## src/rtl/pheap_level_pkg.sv

```systemverilog
// +--------------------------------------------------------------------------+
// | pheap_level_pkg : shared types and helpers for pipelined-heap levels     |
// | Rev 1.0                                                                  |
// +--------------------------------------------------------------------------+
`default_nettype none

package pheap_level_pkg;

  localparam int PQ_LEVELS = 4;
  localparam int KEY_W     = 8;
  localparam int VAL_W     = 8;
  // Root capacity is 2**PQ_LEVELS-1, so PQ_LEVELS bits cover every level.
  localparam int CAP_W     = PQ_LEVELS;

  typedef struct packed {
    logic [KEY_W-1:0] key;
    logic [VAL_W-1:0] value;
  } kv_t;

  typedef struct packed {
    kv_t              kv;
    logic [CAP_W-1:0] cap;
    logic             active;
  } entry_t;

  typedef enum logic [1:0] {
    ENQ     = 2'd0,
    DEQ     = 2'd1,
    ENQ_DEQ = 2'd2
  } opcode_t;

  typedef enum logic [1:0] {
    WAIT       = 2'd0,
    DONE       = 2'd1,
    NEXT_LEVEL = 2'd2
  } done_t;

  localparam kv_t    KV_EMPTY    = '0;
  localparam entry_t ENTRY_EMPTY = '0;

  // Strict ordering: equal keys never beat each other.
  function automatic logic beats(input logic min_heap, input kv_t a, input kv_t b);
    return min_heap ? (a.key < b.key) : (a.key > b.key);
  endfunction

  function automatic logic [CAP_W-1:0] cap_max(input int levels, input int level);
    return CAP_W'((1 << (levels - level + 1)) - 1);
  endfunction

endpackage

`default_nettype wire

```

## src/rtl/pheap_level_mem.sv

```systemverilog
// +--------------------------------------------------------------------------+
// | pheap_level_mem : entry register file, 1 write port, 2 pair-read ports   |
// | Rev 1.0                                                                  |
// +--------------------------------------------------------------------------+
`default_nettype none

module pheap_level_mem
  import pheap_level_pkg::*;
#(
  parameter int     AW          = 1,
  parameter entry_t RESET_ENTRY = ENTRY_EMPTY,
  localparam int    PW          = (AW > 1) ? AW - 1 : 1,
  localparam int    N           = 1 << AW
) (
  input  logic          clk,
  input  logic          rst,
  input  logic          we,
  input  logic [AW-1:0] waddr,
  input  entry_t        wdata,
  input  logic [PW-1:0] ra_pair,
  output entry_t        ra_l,
  output entry_t        ra_r,
  input  logic [PW-1:0] rb_pair,
  output entry_t        rb_l,
  output entry_t        rb_r
);

  entry_t r_mem [N];

  always_ff @(posedge clk or negedge rst) begin
    if (!rst) begin
      for (int i = 0; i < N; i++) begin
        r_mem[i] <= RESET_ENTRY;
      end
    end else if (we) begin
      r_mem[waddr] <= wdata;
    end
  end

  // A two-entry level has a single pair, so the pair indices carry no information.
  if (AW == 1) begin : g_single_pair
    logic w_unused_pair;
    assign w_unused_pair = ^{ra_pair, rb_pair};
    assign ra_l = r_mem[0];
    assign ra_r = r_mem[1];
    assign rb_l = r_mem[0];
    assign rb_r = r_mem[1];
  end else begin : g_multi_pair
    assign ra_l = r_mem[{ra_pair, 1'b0}];
    assign ra_r = r_mem[{ra_pair, 1'b1}];
    assign rb_l = r_mem[{rb_pair, 1'b0}];
    assign rb_r = r_mem[{rb_pair, 1'b1}];
  end

endmodule

`default_nettype wire

```

## src/rtl/pheap_level.sv

```systemverilog
// +--------------------------------------------------------------------------+
// | pheap_level : interior/leaf level controller of the pipelined heap       |
// | Rev 1.0                                                                  |
// +--------------------------------------------------------------------------+
`default_nettype none

module pheap_level
  import pheap_level_pkg::*;
#(
  parameter int  LEVEL    = 2,
  parameter int  LEVELS   = PQ_LEVELS,
  parameter bit  MIN_HEAP = 1'b0,
  localparam int AW       = LEVEL - 1,
  localparam int PW       = (LEVEL > 2) ? LEVEL - 2 : 1
) (
  input  logic          clk,
  input  logic          rst,
  input  logic          start,
  input  opcode_t       op,
  input  kv_t           in,
  input  logic [AW-1:0] addr,
  output done_t         done,
  input  logic [PW-1:0] raddrTop,
  output entry_t        rTopL,
  output entry_t        rTopR,
  output logic [AW-1:0] raddrBot,
  input  entry_t        rBotL,
  input  entry_t        rBotR,
  output logic          start_next,
  output opcode_t       op_next,
  output kv_t           out,
  output logic [AW:0]   addr_next,
  output logic          overflow
);

  typedef enum logic {
    IDLE   = 1'b0,
    UPDATE = 1'b1
  } state_t;

  localparam logic [CAP_W-1:0] c_cap_max     = cap_max(LEVELS, LEVEL);
  localparam entry_t           c_reset_entry = '{kv: KV_EMPTY, cap: c_cap_max, active: 1'b0};

  state_t           r_state;
  state_t           w_state_next;
  opcode_t          r_op;
  kv_t              r_in;
  logic [AW-1:0]    r_addr;

  entry_t           w_own_l;
  entry_t           w_own_r;
  entry_t           w_cur;
  entry_t           w_cl;
  entry_t           w_cr;
  entry_t           w_wdata;
  kv_t              w_best_kv;
  logic             w_best_right;
  logic             w_any_child;
  logic             w_end_pos;
  logic             w_we;
  logic [PW-1:0]    w_own_pair;
  logic [CAP_W-1:0] w_cap_inc;

  always_ff @(posedge clk or negedge rst) begin
    if (!rst) begin
      r_state <= IDLE;
    end else begin
      r_state <= w_state_next;
    end
  end

  always_ff @(posedge clk or negedge rst) begin
    if (!rst) begin
      r_op   <= ENQ;
      r_in   <= KV_EMPTY;
      r_addr <= '0;
    end else if (r_state == IDLE && start) begin
      r_op   <= op;
      r_in   <= in;
      r_addr <= addr;
    end
  end

  pheap_level_mem #(
    .AW          (AW),
    .RESET_ENTRY (c_reset_entry)
  ) u_mem (
    .clk     (clk),
    .rst     (rst),
    .we      (w_we),
    .waddr   (r_addr),
    .wdata   (w_wdata),
    .ra_pair (w_own_pair),
    .ra_l    (w_own_l),
    .ra_r    (w_own_r),
    .rb_pair (raddrTop),
    .rb_l    (rTopL),
    .rb_r    (rTopR)
  );

  if (AW == 1) begin : g_own_single_pair
    assign w_own_pair = '0;
  end else begin : g_own_pair
    assign w_own_pair = r_addr[AW-1:1];
  end

  assign w_cur = r_addr[0] ? w_own_r : w_own_l;

  // The bottom level has no children: they look permanently empty and full.
  if (LEVEL == LEVELS) begin : g_leaf
    logic w_unused_children;
    assign w_unused_children = ^{rBotL, rBotR};
    assign w_cl = ENTRY_EMPTY;
    assign w_cr = ENTRY_EMPTY;
  end else begin : g_interior
    assign w_cl = rBotL;
    assign w_cr = rBotR;
  end

  always_comb begin
    w_any_child = w_cl.active | w_cr.active;
    if (w_cl.active && w_cr.active) begin
      w_best_right = beats(MIN_HEAP, w_cr.kv, w_cl.kv);
    end else begin
      w_best_right = w_cr.active;
    end
    w_best_kv = w_best_right ? w_cr.kv : w_cl.kv;
    w_cap_inc = (w_cur.cap == c_cap_max) ? w_cur.cap : w_cur.cap + CAP_W'(1);
  end

  always_comb begin
    w_state_next = r_state;
    done         = DONE;
    start_next   = 1'b0;
    op_next      = r_op;
    out          = KV_EMPTY;
    overflow     = 1'b0;
    w_end_pos    = 1'b0;
    w_we         = 1'b0;
    w_wdata      = w_cur;

    case (r_state)
      IDLE: begin
        if (start) begin
          w_state_next = UPDATE;
          done         = WAIT;
        end
      end
      UPDATE: begin
        w_state_next = IDLE;
        case (r_op)
          ENQ: begin
            if (w_cur.cap == '0) begin
              overflow = 1'b1;
            end else if (!w_cur.active) begin
              w_we           = 1'b1;
              w_wdata.kv     = r_in;
              w_wdata.cap    = w_cur.cap - CAP_W'(1);
              w_wdata.active = 1'b1;
            end else begin
              // Loser sinks toward the roomier subtree to keep the heap balanced.
              w_we        = 1'b1;
              w_wdata.cap = w_cur.cap - CAP_W'(1);
              start_next  = 1'b1;
              op_next     = ENQ;
              done        = NEXT_LEVEL;
              w_end_pos   = (w_cr.cap > w_cl.cap);
              if (beats(MIN_HEAP, r_in, w_cur.kv)) begin
                w_wdata.kv = r_in;
                out        = w_cur.kv;
              end else begin
                out        = r_in;
              end
            end
          end
          DEQ: begin
            if (w_cur.active) begin
              w_we        = 1'b1;
              w_wdata.cap = w_cap_inc;
              if (!w_any_child) begin
                w_wdata.kv     = KV_EMPTY;
                w_wdata.active = 1'b0;
              end else begin
                w_wdata.kv = w_best_kv;
                start_next = 1'b1;
                op_next    = DEQ;
                out        = w_best_kv;
                w_end_pos  = w_best_right;
                done       = NEXT_LEVEL;
              end
            end
          end
          ENQ_DEQ: begin
            w_we           = 1'b1;
            w_wdata.active = 1'b1;
            if (w_any_child && beats(MIN_HEAP, w_best_kv, r_in)) begin
              w_wdata.kv = w_best_kv;
              start_next = 1'b1;
              op_next    = ENQ_DEQ;
              out        = r_in;
              w_end_pos  = w_best_right;
              done       = NEXT_LEVEL;
            end else begin
              w_wdata.kv = r_in;
            end
          end
          default: ;
        endcase
      end
      default: w_state_next = IDLE;
    endcase
  end

  assign raddrBot  = r_addr;
  assign addr_next = {r_addr, w_end_pos};

endmodule

`default_nettype wire

```

## config.mk

```make
export PLATFORM = sky130hd
export DESIGN_NAME = pheap_level
export DESIGN_NICKNAME = d
export VERILOG_FILES = /design/src/rtl/pheap_level_pkg.sv /design/src/rtl/pheap_level_mem.sv /design/src/rtl/pheap_level.sv
export SDC_FILE = /design/constraint.sdc
export NUM_CORES = 1
export LEC_CHECK = 0
export BUFFER_PORTS_ARGS = -buffer_cell sky130_fd_sc_hd__clkbuf_2
export CAP_MARGIN = 20
export CELL_PAD_IN_SITES_DETAIL_PLACEMENT = 1
export CELL_PAD_IN_SITES_GLOBAL_PLACEMENT = 2
export CORE_MARGIN = 3
export CORE_UTILIZATION = 28
export DETAILED_ROUTE_END_ITERATION = 8
export PLACE_DENSITY_LB_ADDON = 0.1
export SETUP_SLACK_MARGIN = 0.1
export SLEW_MARGIN = 20
export SYNTH_ARGS = -nofsm -noshare
export SYNTH_HDL_FRONTEND = slang
export SYNTH_HIERARCHICAL = 1
export SYNTH_SLANG_ARGS = --single-unit
```

## constraint.sdc

```tcl
create_clock -name clk -period 4.9 [get_ports clk]
set_input_delay 0.245 -clock clk [delete_from_list [all_inputs] [get_ports clk]]
set_output_delay 0.245 -clock clk [all_outputs]
set_load 0.02 [all_outputs]
```

==> results.ini <==
[cells_and_area]
drive_gt1_share_pct=36.8
area_growth_pct=15.5
final_common_cell=clkbuf_2
layout.nets=756
diodes=0
final_cell_mix=129 x clkbuf_2, 56 x dfrtp_1, 48 x mux2_2

[global_route]
top_usage_layer=met2
grt_max_degree=63
grt_usage_pct=18.2
globalRouteMet2Util_pct=28.6
use_met1_pct=25.6
gr-usage-met3_pct=2.90
grt_pass1_wl_microns=30500
antenna_found_initial=0
grt_pass1_vias=5140
gr-total-overflow=0

[sta]
finalSetupViolCount=0
relSlewSlack_pct=38.7
finalClockSkew_ns=0.00984
max_freq_ghz=0.234
tns_ns=0
rsz0062_at_grt=no
slew_violations=0
period_minus_slack_ns=4.27
finalHoldViolations=0
worst_slew_pin_slew_ns=0.919
period_share_pct=87.1

[cts]
hold_buffers=0
clk_pin_slew_ns=0.05
h-tree-depth=3
cts_sinks=62
clk_latency_ns=0.35
cts_setup_buffers=0
post_cts_resize_count=0
cts_buffers=9
clockBufferDepth=2
cts_tree=yes
cts-root-buf=clkbuf_16

[routing]
firstDrtPassIters=4
wl_per_cell_microns=21.0
first_iter_violations=309
wl_microns=19500
drc=0
antenna_left=0
avgViaCountPerCell=5.20
vias=4815

[setup_path]
r2r_slack_ns=1.20
cpMostUsedCell=mux2i_1
critPathLaunchType=flip-flop
r2r_cells=10
critPathKind=flip-flop to output port
r2r-start=raddrBot
critPathMaxStageDelay_ns=0.89
worstPathRequired_ns=4.66
worst-endpoint-arrival_ns=4.03
critPathMaxFanout=13
r2r_end=u_mem/ra_l[17]
crit_path_top_delay_cell=dfrtp_1
end_kind=output port
path_cells=mux2i_1 > inv_1 > ha_1 > nor2b_1 > o211ai_1 > a21oi_1 > o21a_1 > buf_12 > mux2i_1 > o221ai_1 > clkbuf_2

[placed_design]
port_buffers=130
gp_congestion=0.836
dp_hpwl_microns=14100

[die]
coreArea_sq_um=19100
die_area_sq_um=21500
fp-row-count=50
die_h_microns=147
initial_utilization_pct=29.1
ios=132
die_w_microns=147

[flow_run]
drv_cap=0

[power]
power_density_nw_per_um2=585
p_leak_nw=3.01
ir_worst_vdd_v=0.000175
total_power_w=0.00375

[run_status]
outcome=completed

[synth]
syn_nets=681
syn-instance-count=586
avgSynthCellArea_sq_um=9.46
synthesis.area_sq_um=5550
yosysWarnings=6

[min_path]
hold_path_class=input pin to async pin

==> power by group <==
| part | switching, W | internal (W) | leakage [nW] |
|---|---|---|---|
| Combinational | 0.00125 | 0.000863 | 2.12 |
| Clock | 0.000255 | 0.000458 | 0.157 |
| Sequential | 0.000204 | 0.000725 | 0.727 |
| Total | 0.00171 | 0.00205 | 3.01 |
==> area by class of cell <==
type	instances	area, sq um
fillers	2242	12700
clock buffers	12	246
inverters	39	146
clock inverters	4	70.1
repair buffers	144	768
flip-flops and latches	62	1560
well taps	260	325
multi-input cells	405	3290
==> worst max path at each step <==
stage,startpoint,to,cells past startpoint
finish,raddrBot,out[14],11
CTS,raddrBot,out[14],11
floorplan,rBotL[20],done[1],17
global route,raddrBot,out[15],11
detailed placement,rBotL[14],u_mem/ra_l[17],18
global placement,rBotL[14],u_mem/ra_l[17],18
==> routing by layer <==
layer  part of all wire, %  up-vias
li1                      -     2261
met2                    46      141
met1                    48     2397
met5                     0        -
met4                   1.5        0
met3                   4.4       16
==> per-stage QoR <==
stage | cell area (sq um) | cells | worst slack, ns | hold slack [ns] | util (%)
global placement | 6090 | 910 | 0.635 | 0.458 | 31.9
detailed placement | 6090 | 910 | 0.540 | 0.463 | 31.9
global route | 6410 | 926 | 0.402 | 0.134 | 33.6
CTS | 6410 | 926 | 0.655 | 0.104 | 33.6
floorplan | 5550 | 586 | 1.31 | -0.0506 | -
finish | 6410 | 926 | 0.630 | 0.0982 | 33.6
==> worst max-delay path: cells and delay by family (launching register included) <==
family                     cells  cell delay, ns
muxes                          2            0.63
DFF                            1            0.89
adders and majority gates      1            0.22
buffers and inverters          3            0.64
AOI/OAI and AO/OA              4            1.15
and+or+nand+nor                1            0.13
==> state kept, by name (all words and copies together) (netlist names) <==
register	cells
r_op	2
r_in	16
u_mem/ra_l	21
raddrBot	1
r_state	1
u_mem/ra_r	21
No activity file was read; power rests on OpenSTA's default activity.
